File: src/rtl/load_mem_ctrl.sv
// load_mem_ctrl: sequences one data-memory read per load instruction.
//
// Computes the byte address rv1+imm, screens out illegal load widths (and,
// when LOAD_MISALIGN_TRAP_EN is defined, misaligned halfword/word loads),
// issues a word-aligned request, waits a bounded number of cycles for the
// read data, and hands the address, raw word, width code and error flag to
// the L-type stage with a one-cycle ld_valid_o pulse.
//
// Build option:
//   LOAD_MISALIGN_TRAP_EN  defined   -> misaligned LH/LHU/LW finish with ld_err_o=1
//                                       and no memory access
//                          undefined -> misaligned loads are issued normally
//
// Ports:
//   clk_i, rst_ni          clock, asynchronous active-low reset
//   req_valid_i/req_ready_o  load request handshake (ready only in IDLE)
//   funct3_i, rv1_i, imm_i   load width code, base register, signed offset
//   mem_req_o, mem_addr_o    memory request strobe and word-aligned address
//   mem_gnt_i                memory accepted the request
//   mem_rvalid_i, mem_rdata_i  read data return
//   daddr_o, drdata_o, ld_funct3_o, ld_err_o  result to the L-type stage
//   ld_valid_o               one-cycle pulse marking the result valid
//
// state | meaning
// IDLE  | ready for a request; results from the last load are held
// REQ   | mem_req_o asserted, waiting for mem_gnt_i
// WAIT  | granted, counting cycles until mem_rvalid_i or timeout
// RESP  | ld_valid_o pulse, result outputs valid

module load_mem_ctrl #(
  parameter int unsigned TIMEOUT_CYCLES = 16
) (
  input  logic        clk_i,
  input  logic        rst_ni,
  input  logic        req_valid_i,
  output logic        req_ready_o,
  input  logic [2:0]  funct3_i,
  input  logic [31:0] rv1_i,
  input  logic [31:0] imm_i,
  output logic        mem_req_o,
  output logic [31:0] mem_addr_o,
  input  logic        mem_gnt_i,
  input  logic        mem_rvalid_i,
  input  logic [31:0] mem_rdata_i,
  output logic [31:0] daddr_o,
  output logic [31:0] drdata_o,
  output logic [2:0]  ld_funct3_o,
  output logic        ld_valid_o,
  output logic        ld_err_o
);

  localparam int unsigned CW = (TIMEOUT_CYCLES > 1) ? $clog2(TIMEOUT_CYCLES) : 1;
  localparam logic [CW-1:0] CNT_LAST = CW'(TIMEOUT_CYCLES - 1);

  typedef enum logic [1:0] {
    IDLE = 2'd0,
    REQ  = 2'd1,
    WAIT = 2'd2,
    RESP = 2'd3
  } state_e;

  state_e        state_q, state_d;
  logic [CW-1:0] cnt_q, cnt_d;
  logic [31:0]   daddr_q, daddr_d;
  logic [31:0]   drdata_q, drdata_d;
  logic [2:0]    funct3_q, funct3_d;
  logic          err_q, err_d;

  logic [31:0]   new_addr;
  logic          illegal_f3;
  logic          misalign;

  assign new_addr = rv1_i + imm_i;

  always_comb begin
    illegal_f3 = 1'b0;
    case (funct3_i)
      3'd3, 3'd6, 3'd7: illegal_f3 = 1'b1;
      default:          illegal_f3 = 1'b0;
    endcase
  end

`ifdef LOAD_MISALIGN_TRAP_EN
  // LH/LHU share funct3[1:0]=01; LW is the only word load.
  assign misalign = ((funct3_i[1:0] == 2'b01) && new_addr[0]) ||
                    ((funct3_i == 3'd2) && (new_addr[1:0] != 2'b00));
`else
  assign misalign = 1'b0;
`endif

  always_comb begin
    state_d  = state_q;
    cnt_d    = cnt_q;
    daddr_d  = daddr_q;
    drdata_d = drdata_q;
    funct3_d = funct3_q;
    err_d    = err_q;
    case (state_q)
      IDLE: begin
        cnt_d = '0;
        if (req_valid_i) begin
          daddr_d  = new_addr;
          funct3_d = funct3_i;
          drdata_d = '0;
          err_d    = 1'b0;
          if (illegal_f3 || misalign) begin
            err_d   = 1'b1;
            state_d = RESP;
          end else begin
            state_d = REQ;
          end
        end
      end
      REQ: begin
        cnt_d = '0;
        if (mem_gnt_i) state_d = WAIT;
      end
      WAIT: begin
        // Read data wins over a timeout landing in the same cycle.
        if (mem_rvalid_i) begin
          drdata_d = mem_rdata_i;
          err_d    = 1'b0;
          state_d  = RESP;
        end else if (cnt_q == CNT_LAST) begin
          drdata_d = '0;
          err_d    = 1'b1;
          state_d  = RESP;
        end else begin
          cnt_d = cnt_q + 1'b1;
        end
      end
      RESP: begin
        cnt_d   = '0;
        state_d = IDLE;
      end
      default: begin
        cnt_d   = '0;
        state_d = IDLE;
      end
    endcase
  end

  always_ff @(posedge clk_i or negedge rst_ni) begin
    if (!rst_ni) begin
      state_q  <= IDLE;
      cnt_q    <= '0;
      daddr_q  <= '0;
      drdata_q <= '0;
      funct3_q <= '0;
      err_q    <= 1'b0;
    end else begin
      state_q  <= state_d;
      cnt_q    <= cnt_d;
      daddr_q  <= daddr_d;
      drdata_q <= drdata_d;
      funct3_q <= funct3_d;
      err_q    <= err_d;
    end
  end

  assign req_ready_o = (state_q == IDLE);
  assign mem_req_o   = (state_q == REQ);
  assign mem_addr_o  = {daddr_q[31:2], 2'b00};
  assign ld_valid_o  = (state_q == RESP);
  assign daddr_o     = daddr_q;
  assign drdata_o    = drdata_q;
  assign ld_funct3_o = funct3_q;
  assign ld_err_o    = err_q;

endmodule

File: config.mk
export PLATFORM = sky130hd
export DESIGN_NAME = load_mem_ctrl
export DESIGN_NICKNAME = d
export VERILOG_FILES = /design/src/rtl/load_mem_ctrl.sv
export SDC_FILE = /design/constraint.sdc
export NUM_CORES = 1
export LEC_CHECK = 0
export CAP_MARGIN = 10
export CELL_PAD_IN_SITES_DETAIL_PLACEMENT = 1
export CELL_PAD_IN_SITES_GLOBAL_PLACEMENT = 1
export CORE_MARGIN = 10
export CORE_UTILIZATION = 31
export DETAILED_ROUTE_END_ITERATION = 16
export GPL_ROUTABILITY_DRIVEN = 0
export MAX_ROUTING_LAYER = met4
export PLACE_DENSITY_LB_ADDON = 0.1
export SYNTH_ARGS = -nofsm -noshare
export SYNTH_HDL_FRONTEND = slang
export SYNTH_SLANG_ARGS = --single-unit
File: constraint.sdc
create_clock -name clk_i -period 2.79 [get_ports clk_i]
set_clock_uncertainty 0.15 [all_clocks]
set_input_delay 0.6975 -clock clk_i [delete_from_list [all_inputs] [get_ports clk_i]]
set_output_delay 0.6975 -clock clk_i [all_outputs]
set_load 0.02 [all_outputs]
==> results of run 1 <==
==> metal layers <==
metal  GRT usage  up-vias  routed length (um)
met3      0.0244       28                 625
met1       0.213     2667                9020
li1            -     2631                   -
met4      0.0605        0                 386
met2       0.325      144               10900
met5           -        -                   0
==> power by group through the flow <==
stage | Clock (uW) | Sequential [uW] | Combinational [uW]
2_1_floorplan | 0 | 2300 | 1700
3_3_place_gp | 0 | 1840 | 3930
3_5_place_dp | 0 | 1880 | 4020
4_1_cts | 1240 | 1860 | 4110
5_1_grt | 1280 | 1920 | 4480
6_report | 1210 | 1850 | 4150
==> layout make-up <==
type | count | area [um2]
fillers | 1836 | 7150
multi-input cells | 453 | 3280
repair buffers | 331 | 3050
flip-flops and latches | 74 | 1850
well taps | 216 | 270
clock buffers | 10 | 229
clock inverters | 6 | 65.1
inverters | 11 | 41.3
diodes | 1 | 2.50
==> cells in the final DEF (no fill, tap or decap), types with 3 or more instances in the layout <==
master	n
a31oi_1	3
a211oi_2	5
a21o_1	14
dlygate4sd2_1	13
xor2_1	15
nand3_1	8
nor3_1	6
ha_1	13
nand2_1	130
o21ai_0	66
and4_1	3
nor2_1	15
a21oi_2	16
clkdlybuf4s50_1	171
and3_1	5
xnor2_1	10
a21oi_1	20
nor2b_1	4
o21ai_1	7
dlymetal6s2s_1	19
o31ai_1	3
inv_1	11
o21ai_2	6
nand2_2	4
clkbuf_16	9
and2_1	5
nand4_1	10
o21a_1	5
ha_4	21
buf_4	125
or3_1	4
dfrtp_1	74
==> sequential cells by signal, summed over array words and instances, names as in the netlist <==
| signal | flops |
|---|---|
| state_q | 2 |
| ld_err_o | 1 |
| daddr_o | 32 |
| ld_funct3_o | 3 |
| drdata_o | 32 |
| cnt_q | 4 |
==> synthesized netlist by cell type (5+ instances only) <==
cell,count,area [um2]
nand2_1,134,503
o21ai_0,76,380
dfrtp_1,74,1850
buf_4,38,285
ha_1,36,450
a21oi_1,34,170
clkbuf_1,19,71.3
nor2_1,18,67.6
xor2_1,15,131
a21o_1,14,105
inv_1,11,41.3
nand4_1,10,62.6
xnor2_1,10,87.6
nand3_1,9,45.0
a211oi_1,7,52.6
nor3_1,6,30.0
and2_1,5,31.3
and3_1,5,31.3
buf_2,5,25.0
o21a_1,5,37.5
==> cell families after synthesis <==
logic type,count (synthesis),synth area share
other cells,1,0.000740
simple gates,210,0.186
fa+ha+maj,37,0.0929
buf+inv,75,0.0867
compound gates,176,0.219
flops,74,0.366
xor+xnor,25,0.0432
mux,3,0.00618
==> timing repair <==
item                                    4_1_cts  5_1_grt
pin swaps                                    36       38
hold endpoints to repair                      0        0
buffers inserted                             12        7
resized for setup                            50       74
endpoints found under the setup margin       17       18
==> stage by stage <==
step / TNS [ns] / instance area (um2) / setup slack [ns] / hold WS (ns)
floorplan: 0 / 5070 / 0.0120 / 0.252
global placement: -8.49 / 7830 / -0.515 / 0.310
detailed placement: -10.35 / 7830 / -0.629 / 0.321
CTS: 0 / 8400 / 0.0000266 / 0.253
global route: -0.341 / 8790 / -0.0830 / 0.272
finish: -0.0368 / 8790 / -0.0368 / 0.227
==> final timing paths <==
| kind | slack [ns] | startpoint | endpoint |
|---|---|---|---|
| max | -0.04 | rv1_i[18] | daddr_o[30]$_DFFE_PN0P_ |
| min | 0.23 | rst_ni | drdata_o[12]$_DFFE_PN0P_ |
| max reg2reg | 0.71 | state_q[0]$_DFFE_PN0P_ | drdata_o[13]$_DFFE_PN0P_ |
| min reg2reg | 0.33 | ld_funct3_o[2]$_DFFE_PN0P_ | ld_funct3_o[2]$_DFFE_PN0P_ |
| max in group asynchronous | 1.65 | rst_ni | drdata_o[19]$_DFFE_PN0P_ |
| min in group clk_i | 0.33 | ld_funct3_o[2]$_DFFE_PN0P_ | ld_funct3_o[2]$_DFFE_PN0P_ |
==> results.sh, run 1 <==
export IMPL_synth_cell_type_count=62
export IMPL_first_iter_violations=162
export IMPL_antenna_found_initial=1
export IMPL_drc_errors=0
export IMPL_slowest_stage="or4_4"
export IMPL_min_path_type="input port to asynchronous set/reset pin"
export IMPL_hold_viol=0
export IMPL_slew_limit_headroom=0.563
export IMPL_failed_checks="setup timing"
export IMPL_htreeDepth=3
export IMPL_start_util=0.318
export IMPL_crit_top_cell="a21oi_2"
export IMPL_path_clk_slew_ns=0.07
export IMPL_vias_per_cell=4.96
export IMPL_syn_to_final_growth_pct=73.6
export IMPL_cts_tree="built"
export IMPL_comb_power_share=0.576
export IMPL_p_per_area_nw_per_um2=820
export IMPL_seq_power_share=0.257
export IMPL_drive_above_1_share=0.251
export IMPL_grt_pass1_wl_um=31800
export IMPL_netSwitchingPower_uw=3060
export IMPL_syn_cell_area_um2=5060
export IMPL_ant_nets=0
export IMPL_dp_hpwl_um=16200
export IMPL_finalMaxSlewViolations=0
export IMPL_clock_sinks=74
export IMPL_path_depth=9
export IMPL_insertion_delay_ns=0.34
export IMPL_worst_r2r_cell_count=7
export IMPL_start_kind="input port"
export IMPL_final_core_util=0.551
export IMPL_port_buffers=204
export IMPL_critPathMaxStageDelay_ns=0.56
export IMPL_grt_use_total=0.185
export IMPL_worst_path_buf_inv=1
export IMPL_vdd_ir_drop_max_mv=0.454
export IMPL_core_um2=15900
export IMPL_cp_arrival_ns=2.91
export IMPL_synth_seq_cells=74
export IMPL_ys_warn_count=0
export IMPL_leakagePower_uw=0.00392
export IMPL_fin_crit_sh=1.01
export IMPL_stdcell_count=1102
export IMPL_first_global_vias=5947
export IMPL_numCtsBuffers=9
export IMPL_place_inst=1066
export IMPL_critPathTopFamily="compound AO/OA/AOI/OAI gates"
export IMPL_synthFlopType="dfrtp_1"
export IMPL_die_area_um2=21900
export IMPL_ys_seq_area_frac=0.366
export IMPL_via_count=5470
export IMPL_maxCapViolCount=0
export IMPL_final_nets=1021
export IMPL_worstSetupEndpointType="flip-flop"
export IMPL_drt_wl_total_um=21000
export IMPL_ctsHoldBuffers=0
export IMPL_rsz0062_at_grt="true"
export IMPL_required_ns=2.88
export IMPL_path_max_fanout=3
export IMPL_die_y_um=148
export IMPL_die_w_um=148
export IMPL_pwr_share_clk=0.167
export IMPL_status="finished with violations"
export IMPL_crit_chain="clkdlybuf4s50_1 -> ha_4 -> nand4_2 -> or4_4 -> a21oi_2 -> a21oi_2 -> a21oi_2 -> o21ai_0 -> a31o_1"
export IMPL_synth_edff_count=0
export IMPL_internal_power_uw=4150
export IMPL_clk_path_buf_depth=2
export IMPL_crit_type="input port to flip-flop"
export IMPL_grt_overflow_total=0
export IMPL_worst_slack_ns=-0.0368
export IMPL_worst_pin_slew_ns=0.656
export IMPL_avgSynthCellArea_um2=8.43
export IMPL_syn_inst=601
export IMPL_swShare=0.424
export IMPL_io_pins=207
export IMPL_post_drt_wl_per_cell_um=19.0
export IMPL_grt_max_degree=65
export IMPL_setup_violations=1
export IMPL_firstDrtPassIters=5
export IMPL_power_uw=7210
export IMPL_cts_root_buf="clkbuf_16"
export IMPL_rows=46
export IMPL_period_needed_ns=2.83
export IMPL_fmax_mhz=354
export IMPL_ys_async_sr_fraction=1.00
No activity file was read; power rests on OpenSTA's default activity.
==> inputs of run 2 (changes only) <==
- SLEW_MARGIN: default -> 20
==> results of run 2 <==
No change in the layout: final DEF, timing and power equal those of run 1.
==> inputs of run 3 (changes only) <==
- CORE_UTILIZATION: 31 -> 28
- clock period: 2.79 -> 2.6 ns (I/O delays scaled with it)
==> run 3 against run 2 <==
Effect of this change: the flow now finishes without violations; clock power rose by 21%; count of clock-buffer cells in the layout did not move; first-iteration DRC count decreased by 16%; register-to-register slack got worse by 0.21 ns; routed wire length shrank 2.3%; total power up 9.4%; hold slack lost 0.14 ns; utilization is 5.9 points lower; combinational power up 7.0%; sequential power rose by 8%; sequential share of layout area is 0.078 points lower; via count decreased by 1.5%.
==> results.sh, run 3 (same netlist as run 1, synthesis figures left out) <==
export IMPL_status="completed"
export IMPL_numCtsBuffers=9
export IMPL_worstSetupEndpointType="flip-flop"
export IMPL_post_drt_wl_per_cell_um=18.3
export IMPL_first_global_vias=5998
export IMPL_holdWs_ns=0.0861
export IMPL_cp_arrival_ns=2.61
export IMPL_placed_cell_area_um2=7920
export IMPL_grt_pass1_wl_um=32300
export IMPL_vias_per_cell=4.82
export IMPL_design_area_um2=8820
export IMPL_grt_max_degree=65
export IMPL_clk_path_buf_depth=2
export IMPL_grt_use_total=0.170
export IMPL_htreeDepth=3
export IMPL_path_max_fanout=3
export IMPL_drc_errors=0
export IMPL_ant_nets=0
export IMPL_start_util=0.283
export IMPL_fmax_mhz=393
export IMPL_leakagePower_uw=0.00384
export IMPL_fillers=2067
export IMPL_die_w_um=154
export IMPL_first_iter_violations=136
export IMPL_cts_tree="built"
export IMPL_fin_crit_sh=0.978
export IMPL_place_inst=1082
export IMPL_drt_wl_total_um=20500
export IMPL_port_buffers=204
export IMPL_layout_commonest_cell="clkdlybuf4s50_1"
export IMPL_ctsHoldBuffers=0
export IMPL_core_um2=17900
export IMPL_start_kind="input port"
export IMPL_io_pins=207
export IMPL_crit_type="input port to flip-flop"
export IMPL_path_clk_slew_ns=0.06
export IMPL_setup_violations=0
export IMPL_syn_to_final_growth_pct=74.2
export IMPL_die_y_um=154
export IMPL_firstDrtPassIters=4
export IMPL_seq_area_um2=1850
export IMPL_stdcell_count=1117
export IMPL_hold_viol=0
export IMPL_final_nets=1023
export IMPL_fin_setup_tns_ns=0
export IMPL_cts_root_buf="clkbuf_16"
export IMPL_min_path_type="input port to asynchronous set/reset pin"
export IMPL_period_needed_ns=2.54
export IMPL_grt_overflow_total=0
export IMPL_layout_common_cells="152 x clkdlybuf4s50_1, 130 x nand2_1, 123 x buf_4"
export IMPL_via_count=5386
export IMPL_dp_hpwl_um=16000
export IMPL_rsz0062_at_grt="true"
export IMPL_maxCapViolCount=0
export IMPL_finalMaxSlewViolations=0
export IMPL_clock_sinks=74
export IMPL_p_per_area_nw_per_um2=894
export IMPL_required_ns=2.67
export IMPL_die_area_um2=23900
export IMPL_drive_above_1_share=0.269
export IMPL_antenna_found_initial=1
export IMPL_vdd_ir_drop_max_mv=0.425
export IMPL_power_uw=7890
export IMPL_multi_input_area_um2=3330
export IMPL_rows=49
export IMPL_insertion_delay_ns=0.34
## run 3: cell count changes in the layout (fill, tap and decap cells not counted), sizes merged
cell / change
buf: +4
bufinv: +2
clkbuf: +11
clkdlybuf4s15: +6
clkdlybuf4s50: -19
clkinv: -1
dlygate4sd2: +15
dlymetal6s2s: -15
inv: -1
## run 3: area by class of cell
type                    instances  share of cell area
multi-input cells             453               0.377
repair buffers                333               0.337
flip-flops and latches         74               0.210
well taps                     229              0.0325
clock buffers                  10              0.0260
clock inverters                 6              0.0130
inverters                      11             0.00468
diodes                          1            0.000284
## run 3: power by group
group          leakage [uW]  internal, uW  total (uW)  switching, uW
Combinational       0.00272          2080        4440           2350
Clock              0.000163           942        1460            517
Sequential         0.000967          1630        1990            363
## run 3: metal layers
metal,global-route usage,share of wire,vias to the layer above
met2,0.296,0.52,129
met1,0.199,0.44,2606
met5,-,0,-
met4,0.0432,0.0094,0
li1,-,-,2637
met3,0.0261,0.036,14
## run 3: critical path, cell delays in order
cell and delay (ns):
dlygate4sd2_1 0.26, ha_4 0.25, a21oi_4 0.14, o21bai_2 0.12, a2111oi_4 0.32, buf_4 0.17
o2bb2ai_2 0.06, a21oi_2 0.20, nor4_1 0.08, or3_1 0.36
## run 3: worst paths after layout
| kind | start | slack, ns | cells past startpoint | endpoint |
|---|---|---|---|---|
| worst max-delay path | imm_i[22] | 0.06 | 10 | daddr_o[29]$_DFFE_PN0P_ |
| worst min-delay path | rst_ni | 0.09 | 1 | drdata_o[5]$_DFFE_PN0P_ |
| worst max register to register | state_q[0]$_DFFE_PN0P_ | 0.50 | 6 | drdata_o[20]$_DFFE_PN0P_ |
| worst min register to register | daddr_o[0]$_DFFE_PN0P_ | 0.33 | 2 | daddr_o[0]$_DFFE_PN0P_ |
| max in group asynchronous | rst_ni | 1.59 | 2 | drdata_o[3]$_DFFE_PN0P_ |
| min in group clk_i | daddr_o[0]$_DFFE_PN0P_ | 0.33 | 2 | daddr_o[0]$_DFFE_PN0P_ |
## run 3: per-stage QoR
stage                     worst slack (ns)   util
after detailed placement            -0.690  0.442
final                               0.0579  0.493
after global routing               -0.0409  0.493
after global placement              -0.629  0.442
after floorplan                    -0.0181      -
after CTS                          0.00261  0.486
## run 3: timing repair
| item | 4_1_cts | 5_1_grt |
|---|---|---|
| setup buffers | 15 | 3 |
| resized for setup | 121 | 58 |
| setup endpoints to repair | 21 | 15 |
| pin swaps | 58 | 41 |
| cloned | 0 | 0 |
